<file path="config.mk">
export PLATFORM = sky130hd
export DESIGN_NAME = pwm_peripheral
export DESIGN_NICKNAME = d
export VERILOG_FILES = /design/src/rtl/pwm_peripheral.sv
export SDC_FILE = /design/constraint.sdc
export NUM_CORES = 1
export LEC_CHECK = 0
export CORE_MARGIN = 2
export CORE_UTILIZATION = 46
export CTS_BUF_LIST = sky130_fd_sc_hd__clkbuf_2
export DETAILED_ROUTE_END_ITERATION = 8
export PLACE_DENSITY = 0.87
export SETUP_SLACK_MARGIN = 0.05
export SKIP_CTS_REPAIR_TIMING = 1
export SYNTH_ARGS = -nofsm -noshare
export SYNTH_HDL_FRONTEND = slang
export SYNTH_SLANG_ARGS = --single-unit
</file>
<file path="constraint.sdc">
create_clock -name clk -period 2.92 [get_ports clk]
set_input_delay 0.584 -clock clk [delete_from_list [all_inputs] [get_ports clk]]
set_output_delay 0.584 -clock clk [all_outputs]
set_load 0.02 [all_outputs]
</file>
<file path="src/rtl/pwm_peripheral.sv">
// pwm_peripheral
// Drives the 16 chip outputs from the SPI configuration registers. Each output
// is forced low, held static high, or follows one shared PWM waveform. A
// prescaler (divide by DIV) advances an 8-bit period counter, so one PWM
// period lasts 256*DIV clk cycles.
//
// Optional build macro: PWM_SHADOW_EN
//   defined   - duty cycle is captured into a shadow register at the period
//               boundary, so the waveform never changes mid-period.
//   undefined - the live duty cycle input is compared directly.
//
// Reset: rst_n is a synchronous, ACTIVE-HIGH reset despite its name.

module pwm_peripheral #(
    parameter int DIV = 13
) (
    input  logic        clk,
    input  logic        rst_n,
    input  logic [7:0]  en_reg_out_7_0,
    input  logic [7:0]  en_reg_out_15_8,
    input  logic [7:0]  en_reg_pwm_7_0,
    input  logic [7:0]  en_reg_pwm_15_8,
    input  logic [7:0]  pwm_duty_cycle,
    output logic [15:0] out
);

    localparam int               PRE_W    = (DIV > 1) ? $clog2(DIV) : 1;
    localparam logic [PRE_W-1:0] PRE_LAST = PRE_W'(DIV - 1);
    localparam logic [PRE_W-1:0] PRE_ONE  = PRE_W'(1);
    localparam logic [PRE_W-1:0] PRE_ZERO = PRE_W'(0);

    logic [PRE_W-1:0] pre_r;
    logic [7:0]       cnt_r;
    logic             tick_s;
    logic [7:0]       duty_eff_s;
    logic             lvl_s;
    logic [15:0]      eo_s;
    logic [15:0]      ep_s;
    logic [15:0]      out_next_s;
    logic [15:0]      out_r;

    assign tick_s = (pre_r == PRE_LAST);
    assign eo_s   = {en_reg_out_15_8, en_reg_out_7_0};
    assign ep_s   = {en_reg_pwm_15_8, en_reg_pwm_7_0};

    // Prescaler: counts 0..DIV-1 and wraps; tick marks the last count.
    always_ff @(posedge clk) begin
        if (rst_n) begin
            pre_r <= PRE_ZERO;
        end else if (tick_s) begin
            pre_r <= PRE_ZERO;
        end else begin
            pre_r <= pre_r + PRE_ONE;
        end
    end

    // Period counter: advances once per tick, wraps 255->0 with no gap.
    always_ff @(posedge clk) begin
        if (rst_n) begin
            cnt_r <= 8'h00;
        end else if (tick_s) begin
            cnt_r <= cnt_r + 8'h01;
        end else begin
            cnt_r <= cnt_r;
        end
    end

`ifdef PWM_SHADOW_EN
    logic [7:0] duty_shadow_r;

    // Shadow duty: captured on the last tick of a period, governs the next one.
    always_ff @(posedge clk) begin
        if (rst_n) begin
            duty_shadow_r <= 8'h00;
        end else if (tick_s && (cnt_r == 8'hFF)) begin
            duty_shadow_r <= pwm_duty_cycle;
        end else begin
            duty_shadow_r <= duty_shadow_r;
        end
    end

    assign duty_eff_s = duty_shadow_r;
`else
    assign duty_eff_s = pwm_duty_cycle;
`endif

    // PWM level: 8'hFF means always high, otherwise high while cnt < duty.
    always_comb begin
        lvl_s = 1'b0;
        if (duty_eff_s == 8'hFF) begin
            lvl_s = 1'b1;
        end else begin
            lvl_s = (cnt_r < duty_eff_s);
        end
    end

    // Per-output select: off when not enabled, PWM level or static high otherwise.
    always_comb begin
        out_next_s = 16'h0000;
        for (int i = 0; i < 16; i++) begin
            if (!eo_s[i]) begin
                out_next_s[i] = 1'b0;
            end else if (ep_s[i]) begin
                out_next_s[i] = lvl_s;
            end else begin
                out_next_s[i] = 1'b1;
            end
        end
    end

    // Output register: one cycle of latency from counter/enables to the pins.
    always_ff @(posedge clk) begin
        if (rst_n) begin
            out_r <= 16'h0000;
        end else begin
            out_r <= out_next_s;
        end
    end

    assign out = out_r;

endmodule

</file>
Yosys cells after proc, flatten, opt, wreduce, memory -nomap -nowiden
Cells that the tools add are included.

storage, ports and cells
  register bits = 28
  output and inout port bits = 16
  bits of input ports = 42

cells by class
  bitwise operators = 16
  add/subtract/negate cells = 2
  equality and inequality tests = 2
  order comparisons = 1
  reductions and logical operators = 17
  mux-type cells = 17

operators by type and width
  operator                                     number
  OR reduction 2 bit                           17
  two-way mux 1 bit                            17
  NOT 1 bit                                    16
  adder 8 x 1 -> 8 bit, second input constant  1
  == test 8 bit, second input constant         1
  < comparator 8 bit                           1
  adder 4 x 1 -> 4 bit, second input constant  1
  == test 4 bit, second input constant         1

Longest topological paths before layout
  depth in word-level cells = 3
  gate-level depth with buffers = 7

Worst setup path before layout
Ideal clock, no wire load.

  path kind = input -> register
  start = input pwm_duty_cycle[6]
  end = register out_r[0], in the netlist out[0]
  setup time = 0.116 ns
  arrival time = 1.796 ns
  stages on the path = 7
  setup slack = 1.008 ns
  buffers on the path = 1
  path through = inv_1 ha_1 and4_1 o21ai_1 o32ai_4 buf_6 a21oi_2

on the way
  cells in the longest elaborated chain, start to end = 3
  elaborated cells between the ends (all ways) = 4

RTL lines
  item                                                 RTL line  source
  start, declared                                      23        input logic [7:0] pwm_duty_cycle,
  < comparator 8 bit or == test 8 bit (tied branches)  93, 90
  two-way mux 1 bit *                                  90        if (duty_eff_s == 8'hFF) begin
  two-way mux 1 bit *                                  103       end else if (ep_s[i]) begin
  end signal, assigned                                 116       out_r <= out_next_s;
  end, declared                                        40        logic [15:0] out_r;

Every way passes the cells marked *; elsewhere a longest branch is shown, timed or not.
A chain may end at the register's enable or synchronous reset.

Worst setup path in the final report
  start = input pwm_duty_cycle[6]
  end = register out_r[4], in the netlist out[4]

Same word-level chain as after synthesis.

==> summary.md <==
| Metric | Value |
|---|---|
| Reg2reg start | `cnt_r[6]` |
| Routed WL | `2874 µm` |
| Synth Area in Compound Gates | `17.05%` |
| Worst R2R Setup Slack | `1190 ps` |
| Slew HR | `47.15%` |
| Minimum clock period | `2113 ps` |
| Drc violations | `0` |
| CTS Root Cell | `clkbuf_2` |
| EDFF count, synth | `0` |
| Initial cell density of the core | `47.78%` |
| Worst-path clk slew | `250 ps` |
| CTS buffer count | `3` |
| Die width | `57.29 µm` |
| Leak | `0.7868 nW` |
| Max Slew Vio Count | `0` |
| Remaining Overflow, GRT | `0` |
| Mapped Nets | `183` |
| Synth Area in Simple Gates | `19.35%` |
| Largest cells by area after synthesis | `dfxtp_1 (43%), ha_1 (9.6%), nand2b_1 (7.7%)` |
| Pre-CTS WS | `402.2 ps` |
| Top-area cell type share of the netlist area | `42.91%` |
| Top post-synthesis cells by count | `dfxtp_1 (28), nand2b_1 (16)` |
| Max_cap viols | `0` |
| Final setup TNS | `0 ps` |
| Initial antenna violation count | `0` |
| Critical Path Sink Type | `flop` |
| Worst Reg-to-Reg Cells | `6` |
| PD cells | `357.1 nW/µm²` |
| Yosys warnings | `0` |
| Final Power | `683.7 µW` |
| Port Buffers | `57` |
| Number of global-route vias before repair | `1134` |
| Top-Level Pins | `58` |
| Async set-reset flop share out of synthesis | `0%` |
| Die Footprint | `3282 µm²` |
| Sequential element share of the synthesized area | `42.91%` |
| Outcome | `finished clean` |
| Mux share of post-synthesis cell area | `0.7663%` |
| Critical path destination | `out[4]` |
| Via Count | `1115` |
| CTS tree | `yes` |
| FP Rows | `19` |
| Starting DRT DRC Count | `17` |
| Synth Cell Area | `1306 µm²` |
| Synth Instances | `131` |
| Kind of critical path | `input port to flop` |
| CP required | `3230 ps` |
| Final HPWL DP | `2308 µm` |
| Final nets | `241` |
| Final Skew | `16.13 ps` |
| First-pass GRT wire length | `4685 µm` |
| Synth Area in Adders | `9.579%` |
| Synthesis-to-layout area growth | `46.55%` |
| Setup WS post-layout | `806.9 ps` |
| Main synth FF type | `dfxtp_1` |
| Per-cell routed wire length | `13.12 µm` |
| Htree depth | `1` |
| Pin count of the biggest net entering global routing | `29` |
| Unrepaired setup endpoints after global routing | `no` |
| Antenna violation net count after detailed routing | `0` |
| Worst slew pin tran | `790.3 ps` |
| Endpoints failing setup | `0` |
| Vias per cell | `5.091` |
| Reg-to-reg endpoint | `out[4]` |
| Layout cells sized above 1 | `9.574%` |
| Post-synth top area cell | `dfxtp_1` |
| DIE HEIGHT | `57.29 µm` |
| CP Launch Type | `input port` |
| Period utilisation layout | `72.36%` |
| Maximum clock path buffer count | `2` |
| Tightest Hold Check Type | `flop to flop` |
| Hold Vio Cnt, Final | `0` |
| Core Box Area | `2734 µm²` |
| Synth Area in XOR/XNOR | `5.364%` |
| Layout filler cell count | `210` |
| Syn Area/Cell | `9.971 µm²` |
| Worst-Skew Late Latency | `350 ps` |
| Critical path fanouts, max | `16` |
| Count leader, synth | `dfxtp_1` |
| Synthesized flop and latch total | `28` |
| Crit path arrival time | `2430 ps` |
| CP Launch Point | `pwm_duty_cycle[6]` |
| Max Freq | `0.4732 GHz` |
| Synth unique cells | `29` |
| GR Util All Layers | `18.62%` |
| Drt pass-1 iters | `4` |
| N_diodes | `0` |
| GPL Wtd Cong | `0.7397` |
| CTS sink count | `28` |
| VDD IR-drop max | `307.6 µV` |
| Largest family of logic cells by synthesized area | `simple AND/OR/NAND/NOR gates` |
routing by layer:
metal,GRT usage [%],up-vias,routed length (µm),part of all wire [%]
met5,0,-,0,0
met4,8.638,0,68,2.4
met3,6.803,8,258,9.0
met2,32.02,51,1408,49
met1,20.37,496,1138,40
li1,-,560,-,-
power breakdown:
part | switching [mW] | internal, mW
registers | 0.00625 | 0.399
clock network | 0.107 | 0.0297
logic | 0.0540 | 0.0881
cells by family after synthesis:
kind of cell             Yosys count
XOR/XNOR                           8
flip-flops                        28
multiplexers                       1
buffers and inverters             15
AO/OA/AOI/OAI                     26
AND/OR/NAND/NOR                   43
adder cells (fa/ha/maj)           10
layout make-up:
| type | instances | area [µm²] | share of cell area, % |
|---|---|---|---|
| multi-input cells | 88 | 680.7 | 35.56 |
| inverters | 10 | 37.54 | 1.961 |
| well taps | 31 | 38.79 | 2.026 |
| clock buffers | 3 | 15.01 | 0.7843 |
| repair buffers | 58 | 578.1 | 30.20 |
| clock inverters | 1 | 3.754 | 0.1961 |
| flip-flops and latches | 28 | 560.5 | 29.28 |
worst max-delay path: stages:
cell and delay [ps]:
clkdlybuf4s50_1 480, inv_1 50, ha_1 320, a41o_1 250, a21oi_1 220, o32ai_4 130, buf_4 220, a21oi_1 160
registers in the layout, summed over array words and instances, names as in the netlist:
signal / count
out: 16
pre_r: 4
cnt_r: 8
layout by cell type (no fill, tap or decap), types with 2 or more instances in the layout:
| cell | instances |
|---|---|
| and3_1 | 2 |
| nand2_1 | 2 |
| nand2b_1 | 16 |
| xnor2_1 | 3 |
| clkbuf_2 | 3 |
| ha_1 | 10 |
| nand4_1 | 5 |
| nor3_1 | 2 |
| dfxtp_1 | 28 |
| inv_1 | 10 |
| xor2_1 | 5 |
| clkdlybuf4s50_1 | 57 |
| and4_1 | 2 |
| nor2_1 | 10 |
| a21oi_1 | 9 |
| a21oi_2 | 10 |
worst min path at each step:
stage                  start  endpoint  slack [ps]  cells after the start
floorplan           pre_r[3]  pre_r[3]         450                      2
global placement    pre_r[3]  pre_r[3]         460                      2
detailed placement  pre_r[3]  pre_r[3]         490                      2
CTS                 pre_r[0]  pre_r[0]         520                      1
global route        pre_r[0]  pre_r[0]         550                      1
finish              pre_r[3]  pre_r[3]         520                      2
through the flow:
stage | cells | utilization (%) | cell area, µm² | hold WS, ps
global route | 219 | 70.02 | 1914 | 551.8
finish | 219 | 70.02 | 1914 | 523.1
global placement | 215 | 69.34 | 1896 | 461.6
floorplan | 131 | - | 1306 | 452.7
detailed placement | 215 | 69.34 | 1896 | 488.8
CTS | 219 | 70.02 | 1914 | 517.8
No activity file was read; power rests on OpenSTA's default activity.
